## src/rtl/fpu_round_sched_if.sv

```systemverilog
// Handshake bundle for the FPU round-stage scheduler: both producer pipes, the shared rounding datapath and the result FIFO.
// The sticky flag output exists only when FPU_ROUND_SCHED_STICKY_FLAGS_EN is defined.
interface fpu_round_sched_if #(parameter int TAG_W = 4);
   logic               req0_valid;
   logic               req0_ready;
   logic               req0_p_op;
   logic [117:0]       req0_data;
   logic [TAG_W-1:0]   req0_tag;
   logic               req1_valid;
   logic               req1_ready;
   logic               req1_p_op;
   logic [117:0]       req1_data;
   logic [TAG_W-1:0]   req1_tag;
   logic               rnd_p_op;
   logic [117:0]       rnd_din;
   logic [63:0]        rnd_dout;
   logic               rnd_overflow;
   logic               rnd_underflow;
   logic               rnd_inexact;
   logic               res_valid;
   logic               res_ready;
   logic [63:0]        res_data;
   logic               res_src;
   logic [TAG_W-1:0]   res_tag;
   logic [2:0]         res_flags;
   logic               flags_clr;
`ifdef FPU_ROUND_SCHED_STICKY_FLAGS_EN
   logic [2:0]         fflags;
`endif

   // master is the scheduler itself; slave is the surrounding pipes, datapath and consumer
   modport master (
`ifdef FPU_ROUND_SCHED_STICKY_FLAGS_EN
      output fflags,
`endif
      input  req0_valid, req0_p_op, req0_data, req0_tag,
      output req0_ready,
      input  req1_valid, req1_p_op, req1_data, req1_tag,
      output req1_ready,
      output rnd_p_op, rnd_din,
      input  rnd_dout, rnd_overflow, rnd_underflow, rnd_inexact,
      output res_valid, res_data, res_src, res_tag, res_flags,
      input  res_ready, flags_clr
   );

   modport slave (
`ifdef FPU_ROUND_SCHED_STICKY_FLAGS_EN
      input  fflags,
`endif
      output req0_valid, req0_p_op, req0_data, req0_tag,
      input  req0_ready,
      output req1_valid, req1_p_op, req1_data, req1_tag,
      input  req1_ready,
      input  rnd_p_op, rnd_din,
      output rnd_dout, rnd_overflow, rnd_underflow, rnd_inexact,
      input  res_valid, res_data, res_src, res_tag, res_flags,
      output res_ready, flags_clr
   );
endinterface

```

## src/rtl/fpu_round_sched.sv

```systemverilog
// Round-robin scheduler for the shared rounding datapath with a 2-entry result FIFO.
// Define FPU_ROUND_SCHED_STICKY_FLAGS_EN to add the sticky fflags register and honour flags_clr.
module fpu_round_sched #(
   parameter int TAG_W = 4
) (
   input  logic                clk,
   input  logic                rst_n,
   fpu_round_sched_if.master   bus
);

   typedef struct packed {
      logic [63:0]      data;
      logic             src;
      logic [TAG_W-1:0] tag;
      logic [2:0]       flags;
   } entry_t;

   entry_t       fifo_q [2];
   entry_t       wrEntry;
   entry_t       headEntry;
   logic [1:0]   count_q;
   logic [1:0]   count_d;
   logic         wptr_q;
   logic         rptr_q;
   logic         lastGrant_q;
   logic         canAccept;
   logic         grant0;
   logic         grant1;
   logic         accept;
   logic         pop;
   logic [2:0]   rndFlags;

   // Readiness depends only on registered occupancy, so res_ready never reaches req*_ready.
   always_comb begin
      canAccept = (count_q != 2'd2);
      grant0    = bus.req0_valid & (~bus.req1_valid | lastGrant_q);
      grant1    = bus.req1_valid & ~grant0;
      accept    = (grant0 | grant1) & canAccept;
      pop       = (count_q != 2'd0) & bus.res_ready;
      count_d   = count_q + {1'b0, accept} - {1'b0, pop};
      rndFlags  = {bus.rnd_overflow, bus.rnd_underflow, bus.rnd_inexact};
      wrEntry   = {bus.rnd_dout, grant1, (grant1 ? bus.req1_tag : bus.req0_tag), rndFlags};
      headEntry = fifo_q[rptr_q];
   end

   assign bus.req0_ready = grant0 & canAccept;
   assign bus.req1_ready = grant1 & canAccept;
   assign bus.rnd_p_op   = accept & (grant1 ? bus.req1_p_op : bus.req0_p_op);
   assign bus.rnd_din    = accept ? (grant1 ? bus.req1_data : bus.req0_data) : '0;

   assign bus.res_valid  = (count_q != 2'd0);
   assign bus.res_data   = headEntry.data;
   assign bus.res_src    = headEntry.src;
   assign bus.res_tag    = headEntry.tag;
   assign bus.res_flags  = headEntry.flags;

   always_ff @(posedge clk or negedge rst_n) begin
      if (!rst_n) begin
         for (int i = 0; i < 2; i++) begin
            fifo_q[i] <= '0;
         end
         count_q     <= 2'd0;
         wptr_q      <= 1'b0;
         rptr_q      <= 1'b0;
         lastGrant_q <= 1'b1;
      end else begin
         if (accept) begin
            fifo_q[wptr_q] <= wrEntry;
            wptr_q         <= ~wptr_q;
            lastGrant_q    <= grant1;
         end
         if (pop) begin
            rptr_q <= ~rptr_q;
         end
         count_q <= count_d;
      end
   end

`ifdef FPU_ROUND_SCHED_STICKY_FLAGS_EN
   logic [2:0] fflags_q;
   logic [2:0] fflags_d;

   // A clear that collides with an accept keeps the newly accepted flags.
   always_comb begin
      fflags_d = (bus.flags_clr ? 3'b000 : fflags_q) | (accept ? rndFlags : 3'b000);
   end

   always_ff @(posedge clk or negedge rst_n) begin
      if (!rst_n) begin
         fflags_q <= 3'b000;
      end else begin
         fflags_q <= fflags_d;
      end
   end

   assign bus.fflags = fflags_q;
`else
   logic unusedFlagsClr;
   assign unusedFlagsClr = bus.flags_clr;
`endif

endmodule

```

## src/flat_wrapper.sv

```systemverilog
// flat-port wrapper written by rule: the top's interface ports become plain ports
module fpu_round_sched_flat 
#(
   parameter int TAG_W = 4
)
  (clk, rst_n, bus_req0_valid, bus_req0_p_op, bus_req0_data, bus_req0_tag, bus_req0_ready, bus_req1_valid, bus_req1_p_op, bus_req1_data, bus_req1_tag, bus_req1_ready, bus_rnd_p_op, bus_rnd_din, bus_rnd_dout, bus_rnd_overflow, bus_rnd_underflow, bus_rnd_inexact, bus_res_valid, bus_res_data, bus_res_src, bus_res_tag, bus_res_flags, bus_res_ready, bus_flags_clr);
  fpu_round_sched_if #(.TAG_W(TAG_W)) bus_i ();
  input  logic clk;
  input  logic rst_n;
  input wire logic [$bits(bus_i.req0_valid)-1:0] bus_req0_valid;
  input wire logic [$bits(bus_i.req0_p_op)-1:0] bus_req0_p_op;
  input wire logic [$bits(bus_i.req0_data)-1:0] bus_req0_data;
  input wire logic [$bits(bus_i.req0_tag)-1:0] bus_req0_tag;
  output wire logic [$bits(bus_i.req0_ready)-1:0] bus_req0_ready;
  input wire logic [$bits(bus_i.req1_valid)-1:0] bus_req1_valid;
  input wire logic [$bits(bus_i.req1_p_op)-1:0] bus_req1_p_op;
  input wire logic [$bits(bus_i.req1_data)-1:0] bus_req1_data;
  input wire logic [$bits(bus_i.req1_tag)-1:0] bus_req1_tag;
  output wire logic [$bits(bus_i.req1_ready)-1:0] bus_req1_ready;
  output wire logic [$bits(bus_i.rnd_p_op)-1:0] bus_rnd_p_op;
  output wire logic [$bits(bus_i.rnd_din)-1:0] bus_rnd_din;
  input wire logic [$bits(bus_i.rnd_dout)-1:0] bus_rnd_dout;
  input wire logic [$bits(bus_i.rnd_overflow)-1:0] bus_rnd_overflow;
  input wire logic [$bits(bus_i.rnd_underflow)-1:0] bus_rnd_underflow;
  input wire logic [$bits(bus_i.rnd_inexact)-1:0] bus_rnd_inexact;
  output wire logic [$bits(bus_i.res_valid)-1:0] bus_res_valid;
  output wire logic [$bits(bus_i.res_data)-1:0] bus_res_data;
  output wire logic [$bits(bus_i.res_src)-1:0] bus_res_src;
  output wire logic [$bits(bus_i.res_tag)-1:0] bus_res_tag;
  output wire logic [$bits(bus_i.res_flags)-1:0] bus_res_flags;
  input wire logic [$bits(bus_i.res_ready)-1:0] bus_res_ready;
  input wire logic [$bits(bus_i.flags_clr)-1:0] bus_flags_clr;
  assign bus_i.req0_valid = bus_req0_valid;
  assign bus_i.req0_p_op = bus_req0_p_op;
  assign bus_i.req0_data = bus_req0_data;
  assign bus_i.req0_tag = bus_req0_tag;
  assign bus_req0_ready = bus_i.req0_ready;
  assign bus_i.req1_valid = bus_req1_valid;
  assign bus_i.req1_p_op = bus_req1_p_op;
  assign bus_i.req1_data = bus_req1_data;
  assign bus_i.req1_tag = bus_req1_tag;
  assign bus_req1_ready = bus_i.req1_ready;
  assign bus_rnd_p_op = bus_i.rnd_p_op;
  assign bus_rnd_din = bus_i.rnd_din;
  assign bus_i.rnd_dout = bus_rnd_dout;
  assign bus_i.rnd_overflow = bus_rnd_overflow;
  assign bus_i.rnd_underflow = bus_rnd_underflow;
  assign bus_i.rnd_inexact = bus_rnd_inexact;
  assign bus_res_valid = bus_i.res_valid;
  assign bus_res_data = bus_i.res_data;
  assign bus_res_src = bus_i.res_src;
  assign bus_res_tag = bus_i.res_tag;
  assign bus_res_flags = bus_i.res_flags;
  assign bus_i.res_ready = bus_res_ready;
  assign bus_i.flags_clr = bus_flags_clr;
  fpu_round_sched #(.TAG_W(TAG_W)) u_core (.clk(clk), .rst_n(rst_n), .bus(bus_i));
endmodule
```

## config.mk

```make
export PLATFORM = sky130hd
export DESIGN_NAME = fpu_round_sched_flat
export DESIGN_NICKNAME = d
export VERILOG_FILES = /design/src/rtl/fpu_round_sched_if.sv /design/src/rtl/fpu_round_sched.sv /design/src/flat_wrapper.sv
export SDC_FILE = /design/constraint.sdc
export NUM_CORES = 1
export LEC_CHECK = 0
export CAP_MARGIN = 10
export CORE_AREA = 2 2 200 202
export DETAILED_ROUTE_END_ITERATION = 10
export DIE_AREA = 0 0 202 204
export SYNTH_ARGS = -nofsm -noshare
export SYNTH_HDL_FRONTEND = slang
export SYNTH_SLANG_ARGS = --single-unit
```

## constraint.sdc

```tcl
create_clock -name clk -period 2.9 [get_ports clk]
set_input_delay 0.58 -clock clk [delete_from_list [all_inputs] [get_ports clk]]
set_output_delay 0.58 -clock clk [all_outputs]
set_load 0.02 [all_outputs]
```

# After elaboration in Yosys (flattened, before gate mapping)
# Cells that the tools add are included.
# word_totals
ramBits,0
memories,0
latch_bits,0
regBits,149
mem_bits_ro,0
# op_classes
div_mod_pow,0
mul,0
bitwise_logic,15
shifts,0
reduce_logical,2
n_mux,10
n_lt_le_gt_ge,3
add_sub_neg,2
eq_ne,1
# ops
operator,n
2-to-1 mux 72 bit,4
2-to-1 mux 118 bit,2
bitwise mux 144 bit,1
demux 72 bit (select 1 bit),1
AND 1 bit,7
">= comparator 2 bit, second input constant",2
2-to-1 mux 4 bit,1
NOT 1 bit,4
NOT 1 -> 2 bit,2
adder 2 x 1 -> 2 bit,1
"< comparator 2 x 1 -> 1 bit, second input constant",1
"!= test 2 bit, second input constant",1
OR 1 bit,2
nonzero test 2 bit,1
subtractor 2 x 1 -> 2 bit,1
logical AND 1 bit,1
2-to-1 mux 1 bit,1

# Logic depth before layout (Yosys ltp)
# depth
ltp_word,9
ltp_mapped,6

# Least setup slack after synthesis
# No wires, ideal clock.
# synth_path
path_kind,in2out
from,input bus_req1_valid
to,output bus_rnd_din[100]
path_buffers,3
slack_ns,0.695
arrival_ns,1.625
stages,6
cell_sequence,a21bo_2 buf_6 buf_2 buf_2 nand2_1 a21oi_1
# synth_via
elab_chain_cells,8
# synth_lines
element,line_no,source
"start, declared",flat_wrapper.sv:15,input wire logic [$bits(bus_i.req1_valid)-1:0] bus_req1_valid;
NOT 1 bit,fpu_round_sched.sv:36,grant0 = bus.req0_valid & (~bus.req1_valid | lastGrant_q);
OR 1 bit,fpu_round_sched.sv:36,
AND 1 bit,fpu_round_sched.sv:36,
NOT 1 bit,fpu_round_sched.sv:37,grant1 = bus.req1_valid & ~grant0;
AND 1 bit,fpu_round_sched.sv:37,
OR 1 bit,fpu_round_sched.sv:38,accept = (grant0 | grant1) & canAccept;
AND 1 bit,fpu_round_sched.sv:38,
2-to-1 mux 118 bit (*),fpu_round_sched.sv:49,assign bus.rnd_din = accept ? (grant1 ? bus.req1_data : bus.req0_data) : '0;
"end, declared",flat_wrapper.sv:21,output wire logic [$bits(bus_i.rnd_din)-1:0] bus_rnd_din;
# Every way passes the cells marked *; elsewhere a longest branch is shown, timed or not.

# Final worst setup path
# layout_path
from,register u_core.lastGrant_q
to,output bus_rnd_din[20]
# layout_via
elab_chain_cells,7
# layout_lines
element,line_no,source
"start, declared",fpu_round_sched.sv:25,logic lastGrant_q;
"start signal, assigned",fpu_round_sched.sv:70,lastGrant_q <= grant1;
OR 1 bit (*),fpu_round_sched.sv:36,
AND 1 bit (*),fpu_round_sched.sv:36,
NOT 1 bit,fpu_round_sched.sv:37,
AND 1 bit,fpu_round_sched.sv:37,
OR 1 bit,fpu_round_sched.sv:38,
AND 1 bit,fpu_round_sched.sv:38,
2-to-1 mux 118 bit (*),fpu_round_sched.sv:49,
# Marks and branches as above.

==> results.json <==
{
  "status": "finished, final reports clean",
  "dr.pass1.iters": 5,
  "final_area_um2": 15200,
  "finalHoldViolations": 0,
  "hold-worst-slack_ns": 0.146,
  "r2r_cells": 5,
  "critPathArrivalTime_ns": 2.21,
  "cts_tree": "done",
  "synth_nets": 1133,
  "ir_drop_mv": 0.704,
  "synth_compound_area_frac": 0.0767,
  "track_usage": 0.186,
  "wirelength_um": 40400,
  "io-pin-count": 513,
  "hp-class": "in2async",
  "synth_top_family_by_area": "multiplexers",
  "clock_latency_ns": 0.42,
  "yosysMostFrequentCell": "nand2_1",
  "finalCritPeriodShare": 0.961,
  "synth_area_leaders": "dfrtp_1, mux2_2, nand2_1",
  "rrSetupSlack_ns": 1.02,
  "antenna_found_initial": 14,
  "fin_nets": 1670,
  "cp_num_buf_inv": 4,
  "io_buffer_count": 511,
  "synth_edf_count": 0,
  "crit_top_cell": "buf_4",
  "p_leak_nw": 6.47,
  "max_cap_violations": 0,
  "synth_xor_area_frac": 0.00529,
  "ys.flop_type": "dfrtp_1",
  "grt_max_degree": 63,
  "yosysSeqAreaShare": 0.451,
  "crit_type": "reg2out",
  "crit_family": "buffers and inverters",
  "synthDistinctLibCells": 27,
  "worstPathMaxFanout": 12,
  "powerDensity_nw_per_um2": 1060,
  "die_w_um": 202,
  "grt_pass1_vias": 8524,
  "overflow": 0,
  "grt_pass1_wl_um": 56200,
  "syn_area_per_cell_um2": 10.2,
  "fin_cells": 1899,
  "cp_data_required_time_ns": 2.32,
  "synth_top_area_frac": 0.448,
  "syn_to_final_growth_pct": 83.6,
  "fmaxAchievable_mhz": 359,
  "synthCells": 813,
  "num_vias": 8195,
  "drc": 0,
  "worst_setup_path_start_kind": "flop",
  "clkSinkCount": 149,
  "post_dp_cell_area_um2": 14400,
  "rows": 73,
  "dp.final_hpwl_um": 31600,
  "dp.cells": 1847,
  "yosys.area_share.simple": 0.117,
  "synth_area_leader_cell": "dfrtp_1",
  "dp_slack_ns": -0.310,
  "cp_cell_sequence": "a21bo_4 > buf_4 > buf_4 > nand2_1 > a21oi_1 > buf_4 > buf_12",
  "cts_buffers": 17,
  "coreArea_um2": 39200,
  "drv_slew": 0,
  "drt_iter0_drc": 427,
  "setup_violations": 0,
  "synth_adder_area_share": 0.00151,
  "cts-root-buf": "clkbuf_16",
  "path_clk_slew_ns": 0.06,
  "die_h_um": 204,
  "fin_total_pwr_mw": 16.1,
  "htree_num_levels": 4,
  "setup_ws_ns": 0.113,
  "initial_core_util": 0.211,
  "die_area_um2": 41200,
  "drive_gt1_frac": 0.280,
  "yosys_warnings": 0,
  "routedWlPerCell_um": 21.3,
  "synth_commonest_cells": "nand2_1, mux2_2, dfrtp_1, a21oi_1, buf_2",
  "finalCriticalPeriod_ns": 2.79,
  "ys_async_sr_fraction": 1.00,
  "tightest_slew_ns": 0.628,
  "synth-seq-cells": 149,
  "syn_area_um2": 8270,
  "cp-end-kind": "output port",
  "critPathSlowestCell": "dfstp_2",
  "viasPerCell": 4.32,
  "muxShareOfSynthArea": 0.300,
  "cts_buffer_depth": 2,
  "final_util": 0.388,
  "ant_nets": 0,
  "tns_ns": 0,
  "worstReg2RegEnd": "u_core.fifo_q[4]",
  "relSlewSlack": 0.581,
  "worst_path_largest_cell_delay_ns": 0.60,
  "r2r-start": "u_core.lastGrant_q",
  "finClkSkew_ns": 0.00969,
  "rsz0062_at_grt": "false",
  "globalplace.congestion": 0.931
}
[flip-flops by register name, summed over array words and instances, names as in the netlist]
name	count
u_core.count_q	2
u_core.fifo_q	144
u_core.lastGrant_q	1
u_core.rptr_q	1
u_core.wptr_q	1
[worst max path at each step]
stage                  startpoint               end  slack (ns)  cells after the start
3_5_place_dp       bus_req0_valid   bus_rnd_din[19]       -0.31                      7
5_1_grt        u_core.lastGrant_q   bus_rnd_din[20]        0.05                      7
3_3_place_gp       bus_req0_valid      bus_rnd_p_op       -0.29                      7
6_report       u_core.lastGrant_q   bus_rnd_din[20]        0.11                      7
2_1_floorplan      bus_req1_valid  bus_rnd_din[100]        0.70                      6
4_1_cts            bus_req1_valid   bus_rnd_din[19]       -0.02                      7
[power by group]
part	internal [mW]	total (mW)	switching (mW)
clock	1.66	2.56	0.904
combinational	5.06	9.80	4.75
sequential	3.18	3.71	0.525
total	9.89	16.1	6.17
[placed cells by master, fill, tap and decap left out, drive strengths merged, types with 11 or more instances in the layout]
master	synthesis	routed
clkdlybuf4s50	0	387
nand2	239	239
mux2	220	220
dfrtp	148	148
a21oi	121	121
buf	55	98
dlygate4sd2	0	62
clkbuf	8	37
clkdlybuf4s15	0	14
diode	0	11
[area by class of cell]
cell class	instances	area (um^2)
antenna	11	27.5
clock buffer	19	443
clock inverter	13	243
fill	3962	24000
inverter	2	7.51
multi-input combinational	599	4200
sequential	149	3730
tap	525	657
timing repair buffer	581	5870
[per-layer routing]
layer | share of wire | track usage
met2 | 0.50 | 0.316
met4 | 0.035 | 0.0938
met5 | 0.0011 | 0
met3 | 0.080 | 0.0627
met1 | 0.38 | 0.209
[repair_timing]
item | in CTS | in global routing
pin swaps | 1 | 1
hold buffers | 0 | 0
endpoints found under the setup margin | 109 | 80
resized for setup | 121 | 37
gates cloned | 1 | 2
buffers inserted | 3 | 3
[logic make-up (layout without fill, tap and decap cells)]
| group | count (synthesis) | after routing |
|---|---|---|
| simple gates | 248 | 248 |
| mux | 220 | 220 |
| flops | 149 | 149 |
| compound gates | 125 | 125 |
| buf+inv | 65 | 615 |
| xor+xnor | 5 | 5 |
| fa+ha+maj | 1 | 1 |
| other cells | 0 | 11 |
No activity file was read; power rests on OpenSTA's default activity.
